File: src/rtl/hilo_muldiv.sv
// Iterative 32-bit multiply/divide unit with architectural HI/LO registers.
// One shift-add or restoring step per cycle, sign fix-up on the final edge.
module hilo_muldiv #(
    parameter logic [5:0] MULT_OP = 6'b000010,
    parameter logic [5:0] DIV_OP  = 6'b000011,
    parameter logic [5:0] MFHI_OP = 6'b000100,
    parameter logic [5:0] MFLO_OP = 6'b000101
) (
    input  logic        clock,
    input  logic        reset,
    input  logic        valid,
    input  logic [5:0]  aluop,
    input  logic        is_signed,
    input  logic [31:0] rA,
    input  logic [31:0] rB,
    output logic        busy,
    output logic        done,
    output logic        stall,
    output logic [31:0] hi,
    output logic [31:0] lo,
    output logic [31:0] mf_data
);

    typedef enum logic [1:0] {IDLE, CALC, FIX} state_t;

    state_t      state_q, state_d;
    logic [4:0]  count_q, count_d;
    logic        is_div_q, is_div_d;
    logic        neg_res_q, neg_res_d;
    logic        neg_rem_q, neg_rem_d;
    logic        divz_q, divz_d;
    logic [31:0] raw_a_q, raw_a_d;
    logic [31:0] a_q, a_d;
    logic [31:0] b_q, b_d;
    logic [63:0] acc_q, acc_d;
    logic [31:0] hi_q, hi_d;
    logic [31:0] lo_q, lo_d;
    logic        done_q, done_d;

    logic        start;
    logic        muldiv_op;
    logic [31:0] add;
    logic [32:0] msum;
    logic [32:0] rshift;
    logic [31:0] diff;
    logic        ge;
    logic [63:0] prod;
    logic [31:0] quo;
    logic [31:0] rem;

    assign muldiv_op = (aluop == MULT_OP) || (aluop == DIV_OP);
    assign start     = valid && muldiv_op;

    always_comb begin
        state_d   = state_q;
        count_d   = count_q;
        is_div_d  = is_div_q;
        neg_res_d = neg_res_q;
        neg_rem_d = neg_rem_q;
        divz_d    = divz_q;
        raw_a_d   = raw_a_q;
        a_d       = a_q;
        b_d       = b_q;
        acc_d     = acc_q;
        hi_d      = hi_q;
        lo_d      = lo_q;
        done_d    = (state_q == FIX);

        add    = b_q[0] ? a_q : 32'd0;
        msum   = {1'b0, acc_q[63:32]} + {1'b0, add};
        rshift = {acc_q[63:32], a_q[31]};
        ge     = (rshift >= {1'b0, b_q});
        // Remainder after a successful subtract always fits in 32 bits
        diff   = rshift[31:0] - b_q;
        prod   = neg_res_q ? (~acc_q + 64'd1) : acc_q;
        quo    = neg_res_q ? (~acc_q[31:0] + 32'd1) : acc_q[31:0];
        rem    = neg_rem_q ? (~acc_q[63:32] + 32'd1) : acc_q[63:32];

        unique case (state_q)
            IDLE: begin
                if (start) begin
                    state_d   = CALC;
                    count_d   = 5'd0;
                    is_div_d  = (aluop == DIV_OP);
                    neg_res_d = is_signed && (rA[31] ^ rB[31]);
                    neg_rem_d = is_signed && rA[31];
                    divz_d    = (rB == 32'd0);
                    raw_a_d   = rA;
                    a_d       = (is_signed && rA[31]) ? (~rA + 32'd1) : rA;
                    b_d       = (is_signed && rB[31]) ? (~rB + 32'd1) : rB;
                    acc_d     = 64'd0;
                end
            end
            CALC: begin
                if (is_div_q) begin
                    acc_d = {(ge ? diff : rshift[31:0]), acc_q[30:0], ge};
                    a_d   = {a_q[30:0], 1'b0};
                end else begin
                    acc_d = {msum, acc_q[31:1]};
                    b_d   = {1'b0, b_q[31:1]};
                end
                count_d = count_q + 5'd1;
                if (count_q == 5'd31) begin
                    state_d = FIX;
                end
            end
            FIX: begin
                state_d = IDLE;
                if (!is_div_q) begin
                    hi_d = prod[63:32];
                    lo_d = prod[31:0];
                end else if (divz_q) begin
                    hi_d = raw_a_q;
                    lo_d = 32'hFFFF_FFFF;
                end else begin
                    hi_d = rem;
                    lo_d = quo;
                end
            end
            default: state_d = IDLE;
        endcase
    end

    always_ff @(posedge clock or posedge reset) begin
        if (reset) begin
            state_q   <= IDLE;
            count_q   <= 5'd0;
            is_div_q  <= 1'b0;
            neg_res_q <= 1'b0;
            neg_rem_q <= 1'b0;
            divz_q    <= 1'b0;
            raw_a_q   <= 32'd0;
            a_q       <= 32'd0;
            b_q       <= 32'd0;
            acc_q     <= 64'd0;
            hi_q      <= 32'd0;
            lo_q      <= 32'd0;
            done_q    <= 1'b0;
        end else begin
            state_q   <= state_d;
            count_q   <= count_d;
            is_div_q  <= is_div_d;
            neg_res_q <= neg_res_d;
            neg_rem_q <= neg_rem_d;
            divz_q    <= divz_d;
            raw_a_q   <= raw_a_d;
            a_q       <= a_d;
            b_q       <= b_d;
            acc_q     <= acc_d;
            hi_q      <= hi_d;
            lo_q      <= lo_d;
            done_q    <= done_d;
        end
    end

    assign busy  = (state_q != IDLE);
    assign done  = done_q;
    assign hi    = hi_q;
    assign lo    = lo_q;
    assign stall = busy && valid &&
                   (muldiv_op || aluop == MFHI_OP || aluop == MFLO_OP);

    always_comb begin
        mf_data = 32'd0;
        if (aluop == MFHI_OP) begin
            mf_data = hi_q;
        end else if (aluop == MFLO_OP) begin
            mf_data = lo_q;
        end
    end

endmodule

File: config.mk
export PLATFORM = sky130hd
export DESIGN_NAME = hilo_muldiv
export DESIGN_NICKNAME = d
export VERILOG_FILES = /design/src/rtl/hilo_muldiv.sv
export SDC_FILE = /design/constraint.sdc
export NUM_CORES = 1
export LEC_CHECK = 0
export CAP_MARGIN = 20
export CORE_ASPECT_RATIO = 1.75
export CORE_UTILIZATION = 40
export DETAILED_ROUTE_END_ITERATION = 12
export GPL_TIMING_DRIVEN = 0
export PLACE_DENSITY = 0.61
export SLEW_MARGIN = 20
export SYNTH_ARGS = -nofsm -noshare
export SYNTH_HDL_FRONTEND = slang
export SYNTH_SLANG_ARGS = --single-unit
File: constraint.sdc
create_clock -name clock -period 8.6 [get_ports clock]
set_clock_uncertainty 0.15 [all_clocks]
set_input_delay 1.29 -clock clock [delete_from_list [all_inputs] [get_ports clock]]
set_output_delay 1.29 -clock clock [all_outputs]
set_load 0.03 [all_outputs]
# Word-level counts from Yosys, hierarchy flattened

Cells that the tools add are included.

Register bits after elaboration: 236
Output and inout port bits: 99

$add $sub $neg: 8
Magnitude comparators: 1
Eq/ne operators: 11
Multiplexer cells: 27
Bitwise operators: 6
Reductions and logical operators: 18

Operators by type and width:

| operator                | number |
|---|---|
| $mux W32                | 16 |
| $mux W64                | 3 |
| $add A32 B1 Y32 const B | 4 |
| $not A32 Y32            | 4 |
| $pmux W32 S2            | 2 |
| $pmux W64 S2            | 1 |
| $add A64 B1 Y64 const B | 1 |
| $not A64 Y64            | 1 |
| $add A32 B32 Y33        | 1 |
| $ge A33 B32 Y1          | 1 |
| $logic_not A32 Y1       | 1 |
| $sub A32 B32 Y32        | 1 |
| $eq A6 B2 Y1 const B    | 2 |
| $eq A6 B3 Y1 const B    | 2 |
| $pmux W5 S2             | 1 |
| $ne A2 B2 Y1 const B    | 4 |
| $logic_and A1 B1 Y1     | 6 |
| $reduce_and A2 Y1       | 3 |
| $reduce_and A3 Y1       | 2 |
| $add A5 B1 Y5 const B   | 1 |
| $eq A5 B5 Y1 const B    | 1 |
| $mux W5                 | 1 |
| $mux W2                 | 2 |
| $pmux W2 S2             | 1 |
| other kinds (6)         | 9 |

# Depth between registers and ports, before layout

Gate-level depths: netlist of run 1.

Depth in word-level cells: 5
Gate-level depth with buffers: 13
Mapped depth without buffers: 13

# Least setup slack after synthesis of run 1

OpenSTA, ideal clock, no wires.

Path kind: input to output
From: input port aluop[0]
To: output port mf_data[10]
Arrival: 2.554 ns
Required time: 7.160 ns
Path slack: 4.606 ns
Stages: 4
Path buffers: 2
Cells stage by stage: clkbuf_1 > clkbuf_1 > mux2i_1 > nor2_1

Longest elaborated chain between the ends: 3

Ends and longest elaborated chain:

| element         | RTL line | source |
|---|---|---|
| start, declared | 12       | `input logic [5:0] aluop,` |
| $eq A6 B3 Y1    | 167      | `end else if (aluop == MFLO_OP) begin` |
| $mux W32        | 167      |  |
| $mux W32 (*)    | 165      | `if (aluop == MFHI_OP) begin` |
| end, declared   | 21       | `output logic [31:0] mf_data` |

Mark *: on every way between the ends. The rest lies on a longest branch, timed or not.

# Worst setup path in the final report of run 1

From: input port aluop[5]
To: output port mf_data[29]

Same word-level chain as after synthesis.

==> run summary, run 1 <==
The portion of the clock cycle consumed by the worst path in the final layout is 0.601. The HPWL after detailed placement is 59,900 um. The top cell types in the final layout, fill and taps aside, are 321 x sky130_fd_sc_hd__nand2_1, 256 x sky130_fd_sc_hd__o21ai_0, 236 x sky130_fd_sc_hd__dfrtp_1, 222 x sky130_fd_sc_hd__a21oi_1, 208 x sky130_fd_sc_hd__nor2_1.

The setup TNS came out at 0 ns. For this configuration, the core starts out at a cell density of 0.404. After floorplanning, the core was divided into 103 placement rows. The most used flip-flop cell after synthesis is sky130_fd_sc_hd__dfrtp_1. Leaving out fill and tap cells, the most frequent cell in the layout is sky130_fd_sc_hd__nand2_1. The final-report max-slew violation count came out at 0.

The ratio of routed vias to standard cells came out at 5.81. The hold path depth came out at 2. The peak supply drop came out at 144 uV.

The first global-routing pass estimated 110,000 um of wire. The routed wire length per instance is 23.6 um. The total of warnings raised by yosys came out at 0.

The number of H-tree branching levels is 1. The endpoint type of the worst setup path is an output pin. The number of clock sinks seen by CTS is 236. The total wirelength of the detailed-routed design is 74,200 um.

The register bit count reported by yosys is 236. The die span in x came out at 163 um. The floorplan die area came out at 46,300 um^2. The average size of a mapped cell came out at 7.76 um^2. The worst setup path is of the input pin to output pin kind. The synthesized net count came out at 2,491.

The routed layout has 18,300 vias. The number of antenna violations at the first check in global routing is 2. The number of buffers inserted by hold repair at cts came out at 0. The root buffer cell chosen for the clock tree is sky130_fd_sc_hd__clkbuf_16.

The clock passes through at most 3 buffers. TritonCTS built the clock tree. The biggest fanout along the worst timing path came out at 10. The pre-antenna-repair detailed-routing pass consisted of 5 iterations.

The final critical delay including setup and external delays is 5.17 ns. The slew at the pin closest to its max-slew limit came out at 1.05 ns. Summed over all cells, the static leakage comes to 0.00913 uW. The cell area after technology mapping is 18,200 um^2. The sequential standard cell area is 5910 um^2.

The power density over the cells came out at 352 nW/um^2. Buffers added to address setup during post-CTS repair amount to 0. Derived from the worst setup path, the maximum achievable clock frequency is 193 MHz.

For this run, the register share of the synthesized area comes to 0.325. The final weighted congestion in routability-driven placement came out at 1.04. Data on the critical path arrives at its endpoint at 3.73 ns.

The max capacitance violation total is 0. The net count reported at finish is 2,695. The instance count of the mapped netlist came out at 2,344. The setup slack at placement came out at 3.36 ns. The fraction of layout instances using a drive strength above 1 came out at 0.0265. The end-of-flow core utilization came out at 0.479. After clock tree synthesis, the clock-pin slew on the worst setup and hold paths is 0.06 ns. Entering global routing, the biggest net connects 97 pins. The placeable core region is 45,000 um^2.

In the final layout, the multi-input gates occupy 11,400 um^2. The worst path required time is 7.16 ns. Counting cells, the worst reg-to-reg path comes to 11.

The number of fillers in the final layout came out at 4,585. The y dimension of the die came out at 284 um. After global routing the overflow that remains totals 0. The first routing iteration left 1,168 violations. The final-report setup violation count is 0. The path class of the tightest hold or removal check is register to register.

The slack of the critical path came out at 3.43 ns. Setup repair after global routing left no endpoint under its margin. The tightest slew margin relative to the limit is 0.303. The count of flip-flops with a built-in enable after synthesis came out at 0.

The final count of hold timing violations came to 0. The number of port buffers came out at 171. The fraction of synthesis flops using an asynchronous set or reset pin came out at 1.00. The later-pin clock latency in the skew report came out at 0.55 ns.

Gates resized during post-CTS repair numbered 0. The number of library cell types mapped by synthesis is 68. The flow ran to the end, and the final reports show no timing, DRC or antenna violations.

The number of global-route vias before repair came out at 18,200. STA classifies the critical path startpoint as an input pin. The count of pins on the block boundary came out at 173. Relative to the synthesized area, the layout overhead comes to 18.6%. The remaining antenna violation count after routing is 0. The number of remaining DRC errors came out at 0. The combined global-route utilization of all metal layers came out at 0.320.

The number of buffers inserted during clock tree synthesis came out at 25.
## area by class of cell
type / instances / area share
repair buffers: 177 / 0.0834
clock inverters: 7 / 0.00447
well taps: 577 / 0.0335
clock buffers: 36 / 0.0342
diodes: 2 / 0.000232
plain buffers: 171 / 0.0299
multi-input cells: 1869 / 0.528
flip-flops and latches: 236 / 0.274
inverters: 68 / 0.0122
## synth_stat cells (6+ instances only)
library cell | instances | share of area
sky130_fd_sc_hd__nand3b_1 | 6 | 0.0025
sky130_fd_sc_hd__o21bai_1 | 8 | 0.0033
sky130_fd_sc_hd__nand2_1 | 321 | 0.066
sky130_fd_sc_hd__or4_1 | 21 | 0.0087
sky130_fd_sc_hd__a211oi_1 | 11 | 0.0045
sky130_fd_sc_hd__xnor2_1 | 75 | 0.036
sky130_fd_sc_hd__o31ai_1 | 27 | 0.011
sky130_fd_sc_hd__clkbuf_1 | 152 | 0.031
sky130_fd_sc_hd__or3_1 | 39 | 0.013
sky130_fd_sc_hd__o211ai_1 | 19 | 0.0078
sky130_fd_sc_hd__xor2_1 | 107 | 0.052
sky130_fd_sc_hd__buf_1 | 17 | 0.0035
sky130_fd_sc_hd__nor4_1 | 20 | 0.0069
sky130_fd_sc_hd__and3_1 | 9 | 0.0031
sky130_fd_sc_hd__nand3_1 | 68 | 0.019
sky130_fd_sc_hd__nand2b_1 | 26 | 0.0089
sky130_fd_sc_hd__nor2_1 | 208 | 0.043
sky130_fd_sc_hd__a21o_1 | 32 | 0.013
sky130_fd_sc_hd__a21oi_1 | 222 | 0.061
sky130_fd_sc_hd__inv_1 | 68 | 0.014
sky130_fd_sc_hd__a31oi_1 | 15 | 0.0052
sky130_fd_sc_hd__nor3_1 | 32 | 0.0088
sky130_fd_sc_hd__mux2i_1 | 101 | 0.056
sky130_fd_sc_hd__nor2b_1 | 13 | 0.0045
sky130_fd_sc_hd__a22oi_1 | 12 | 0.0050
sky130_fd_sc_hd__nand4_1 | 11 | 0.0038
sky130_fd_sc_hd__a211o_1 | 6 | 0.0029
sky130_fd_sc_hd__nor3b_1 | 10 | 0.0041
sky130_fd_sc_hd__and2_1 | 36 | 0.012
sky130_fd_sc_hd__o21ai_0 | 256 | 0.070
sky130_fd_sc_hd__ha_1 | 71 | 0.049
sky130_fd_sc_hd__dfrtp_1 | 236 | 0.32
sky130_fd_sc_hd__o41ai_1 | 12 | 0.0058
## flip-flops by register name, summed over array words and instances, names as in the netlist
signal / count
raw_a_q: 32
done: 1
neg_rem_q: 1
lo: 32
count_q: 5
is_div_q: 1
hi: 32
state_q: 2
neg_res_q: 1
a_q: 32
acc_q: 64
divz_q: 1
b_q: 32
## per-stage QoR
| step | std cells | cell area, um^2 | hold WS [ns] | total power (uW) |
|---|---|---|---|---|
| after floorplan | 2344 | 18200 | 0.287 | 4930 |
| after global placement | 3092 | 20600 | 0.313 | 6300 |
| after detailed placement | 3097 | 20700 | 0.314 | 6380 |
| after CTS | 3140 | 21500 | 0.329 | 7530 |
| after global routing | 3141 | 21600 | 0.350 | 8080 |
| final | 3143 | 21600 | 0.325 | 7600 |
## final timing paths
kind / slack (ns) / end / startpoint
max in group asynchronous: 5.97 / b_q[0]$_DFFE_PP0P_ / reset
hold / removal: 0.32 / raw_a_q[16]$_DFFE_PP0P_ / raw_a_q[16]$_DFFE_PP0P_
min in group asynchronous: 1.01 / lo[24]$_DFFE_PP0P_ / reset
setup / recovery: 3.43 / mf_data[29] / aluop[5]
setup reg to reg: 4.09 / acc_q[35]$_DFFE_PP0P_ / acc_q[32]$_DFFE_PP0P_
hold reg to reg: 0.32 / raw_a_q[16]$_DFFE_PP0P_ / raw_a_q[16]$_DFFE_PP0P_
## layer usage
layer / wire, um / vias to the layer above / part of all wire / track usage
met5: 0 / - / 0 / 0
met4: 7120 / 0 / 0.096 / 0.267
met2: 39600 / 620 / 0.53 / 0.601
met3: 2750 / 236 / 0.037 / 0.0319
met1: 24700 / 8754 / 0.33 / 0.305
li1: - / 8658 / - / -
## cell families after synthesis
group	Yosys count	share of synthesized area
xor gates and xnor gates	182	0.0877
muxes	102	0.0562
buffers and inverters	239	0.0495
and+or+nand+nor	835	0.213
AOI/OAI and AO/OA	677	0.218
adders and majority gates	73	0.0511
DFF	236	0.325
## report_power, final
group	switching, uW	internal (uW)
clock	492	653
combinational	2950	1730
sequential	360	1410
total	3800	3790
## worst max-delay path: stages
cell,delay [ns]
sky130_fd_sc_hd__clkdlybuf4s50_1,0.40
sky130_fd_sc_hd__nor3_1,0.30
sky130_fd_sc_hd__nand3_1,0.45
sky130_fd_sc_hd__clkbuf_1,0.40
sky130_fd_sc_hd__nor2_1,0.17
sky130_fd_sc_hd__clkdlybuf4s50_1,0.70
(Power assumes the default switching activity.)
==> inputs of run 2 (changes only) <==
==> constraint.sdc (replaced) <==
create_clock -name clock -period 5.2 [get_ports clock]
set_clock_uncertainty 0.15 [all_clocks]
set_input_delay 0.78 -clock clock [delete_from_list [all_inputs] [get_ports clock]]
set_output_delay 0.78 -clock clock [all_outputs]
set_load 0.03 [all_outputs]
==> run summary, run 2 (synthesized netlist as in run 1, its figures left out) <==
The final weighted congestion in routability-driven placement is 1.07 (+2.0%). The tightest slew margin relative to the limit came to 0.170 (-0.133). The number of flip-flops under the largest register name came to 64 (unchanged). The post-CTS setup buffer count was 0 (unchanged). Leaving out fill and tap cells, the most frequent cell in the layout is sky130_fd_sc_hd__nand2_1. The clock share of power is 0.158 (+0.007). The biggest fanout along the worst timing path is 10 (unchanged). The cell internal power dissipation is 6330 uW (+67%). The estimated wirelength of the detail-placed design is 60,600 um (+1.1%). The power density over the cells came to 586 nW/um^2 (+66%). The worst hold path belongs to the class register to register. The top achievable clock speed is 228 MHz.

The data arrival at the endpoint of the critical path came to 4.68 ns (+0.95 ns). The net count reported at finish is 2,700 (+0.19%). The kind of cell with the highest combined delay along the critical path is compound AO/OA/AOI/OAI gates. The clock slew seen by the registers of the worst setup and hold paths came out at 0.08 ns (+0.02 ns).

The initial cell density of the core is 0.404 (unchanged). Setup repair after global routing left no endpoint under its margin. The count of pins on the block boundary came out at 173 (unchanged). The combined global-route utilization of all metal layers came out at 0.324 (+0.00434). The clock tree from TritonCTS is yes. The die span in x was 163 um (unchanged). The worst setup path is captured at a register. The site row count came out at 103 (unchanged). The worst reg-to-reg setup slack came to 0.81 ns (-3.28 ns). The fraction of layout instances using a drive strength above 1 came out at 0.0299 (+0.00341). The number of buffers inserted during clock tree synthesis is 26 (+4.0%). The area taken by multi-input logic gates came to 11,400 um^2 (unchanged). The length of the first detailed-routing pass in iterations came to 5 (unchanged). The number of H-tree branching levels is 1 (unchanged). The remaining antenna violation count after routing was 0 (unchanged).

The placeable core region is 45,000 um^2 (unchanged). The number of remaining DRC errors is 0 (unchanged). The max capacitance violation total came out at 0 (unchanged). The fraction of power spent switching nets came out at 0.502 (+0.000758).

The total wirelength of the detailed-routed design came to 74,900 um (+0.99%). The worst path required time came out at 5.49 ns (-1.67 ns). The cell area after placement came out at 20,800 um^2 (+0.38%). CTS placed an instance of sky130_fd_sc_hd__clkbuf_16 at the clock tree root. The floorplan die area came out at 46,300 um^2 (unchanged).

The y dimension of the die is 284 um (unchanged). The final-report setup violation count came out at 0 (unchanged). The critical path goes through ha_1 -> nor2b_1 -> o21ba_2 -> o21ai_0 -> a21oi_1 -> o41ai_2 -> buf_2 -> clkbuf_1 -> nor2_1 -> a32oi_1 -> o211ai_1. The number of buffers between clock root and the deepest sink came out at 3 (unchanged). The first-pass GRT wire length came to 112,000 um (+1.5%). The total congestion overflow after global routing came out at 0 (unchanged). The net switching power figure is 6370 uW (+67%). The peak supply drop was 271 uV (+88%).

The sequential share of power was 0.231 (-0.002). STA classifies the critical path startpoint as a register. The maximum number of pins on one net before global-route repair came to 34 (-65%). The number of clock sinks seen by CTS is 236 (unchanged). The ratio of routed vias to standard cells was 5.82 (+0.11%). The setup slack at placement came out at 0.587 ns (-2.78 ns). The final-report max-slew violation count is 0 (unchanged). The post-route cell area came out at 21,700 um^2 (+0.59%). The sequential standard cell area is 5910 um^2 (unchanged).

The later-pin clock latency in the skew report is 0.59 ns (+0.04 ns). The slew at the pin closest to its max-slew limit was 1.25 ns (+0.200 ns). The number of antenna violations at the first check in global routing came to 2 (unchanged). The area added between synthesis and finish is 19.3%. The portion of the clock cycle consumed by the worst path in the final layout came out at 0.844.

The number of port buffers is 171 (unchanged). The critical path in this run is classified as register to register. The number of buffers inserted by hold repair at cts is 0 (unchanged).

The first-iteration detailed-routing DRC count was 1,041 (-11%). The total power after layout was 12,700 uW (+67%). The final critical delay including setup and external delays is 4.39 ns. The top cell types in the final layout, fill and taps aside, are 321 x sky130_fd_sc_hd__nand2_1, 256 x sky130_fd_sc_hd__o21ai_0, 236 x sky130_fd_sc_hd__dfrtp_1, 222 x sky130_fd_sc_hd__a21oi_1, 208 x sky130_fd_sc_hd__nor2_1. The number of global-route vias before repair is 18,400 (+1.4%). The slowest stage of the critical path belongs to the cell sky130_fd_sc_hd__o41ai_2. The routed wire length per instance came to 23.8 um (+0.70%). The number of fillers in the final layout came to 4,469 (-2.5%). The slack of the critical path came to 0.813 ns (-2.62 ns). The final count of hold timing violations is 0 (unchanged). The met1 demand-to-capacity share in global routing was 0.309 (+0.00362). The combinational fraction of design power came to 0.611 (-0.005). The most used routing layer in global routing is met2.

The global-route track usage on met3 came to 0.0390 (+0.00716). The largest stage delay on the critical path is 0.59 ns (-0.11 ns). The buffers plus inverters on the worst setup path is 2 (-1). The number of vias after detailed routing came out at 18,300 (+0.40%). The register with the most flip-flops in the final layout is acc_q. The global-route met2 utilization came to 0.592 (-0.00900).

The post-cts resize count came out at 0 (unchanged). The leakage power of the design is 0.00919 uW (+0.67%). The run finished with clean final reports.
==> run 2: path summary, 6_finish.rpt <==
check	from	endpoint	cells after the start
worst max-delay path	acc_q[32]$_DFFE_PP0P_	acc_q[59]$_DFFE_PP0P_	11
worst min-delay path	raw_a_q[31]$_DFFE_PP0P_	raw_a_q[31]$_DFFE_PP0P_	2
worst max register to register	acc_q[32]$_DFFE_PP0P_	acc_q[59]$_DFFE_PP0P_	11
worst min register to register	raw_a_q[31]$_DFFE_PP0P_	raw_a_q[31]$_DFFE_PP0P_	2
max in group asynchronous	reset	acc_q[56]$_DFFE_PP0P_	4
min in group asynchronous	reset	acc_q[6]$_DFFE_PP0P_	2
==> run 2: per-layer routing <==
| layer | up-vias | part of all wire |
|---|---|---|
| met3 | 260 | 0.044 |
| met2 | 688 | 0.52 |
| met1 | 8751 | 0.33 |
| li1 | 8642 | - |
| met4 | 0 | 0.11 |
| met5 | - | 0 |
==> run 2: stage by stage <==
step / instances / hold WS [ns] / utilization / TNS, ns
6_report: 3152 / 0.330 / 0.482 / 0
3_3_place_gp: 3092 / 0.312 / 0.458 / -208.00
3_5_place_dp: 3102 / 0.316 / 0.462 / 0
4_1_cts: 3150 / 0.333 / 0.482 / 0
5_1_grt: 3150 / 0.371 / 0.482 / 0
2_1_floorplan: 2344 / 0.287 / - / 0
==> run 2: power groups by stage <==
stage | clock network [uW] | logic, uW | registers (uW)
after floorplan | 0 | 5440 | 2720
after global placement | 0 | 7500 | 2930
after detailed placement | 0 | 7620 | 2950
after CTS | 2020 | 7650 | 2920
after global routing | 2090 | 8430 | 2990
final | 2010 | 7760 | 2930
==> run 2: layout make-up <==
class / instances / share of cell area
repair buffers: 181 / 0.0861
clock buffers: 35 / 0.0339
multi-input cells: 1869 / 0.525
plain buffers: 171 / 0.0297
clock inverters: 13 / 0.00750
inverters: 68 / 0.0119
well taps: 577 / 0.0333
diodes: 2 / 0.000231
flip-flops and latches: 236 / 0.272
==> run 2: worst reg2reg max path: cells and delay by family, from the launching register on <==
family | cells | cell delay [ns]
AO/OA/AOI/OAI | 6 | 1.82
flip-flops | 1 | 0.58
AND/OR/NAND/NOR | 2 | 0.41
buffers and inverters | 2 | 0.89
adder cells (fa/ha/maj) | 1 | 0.37
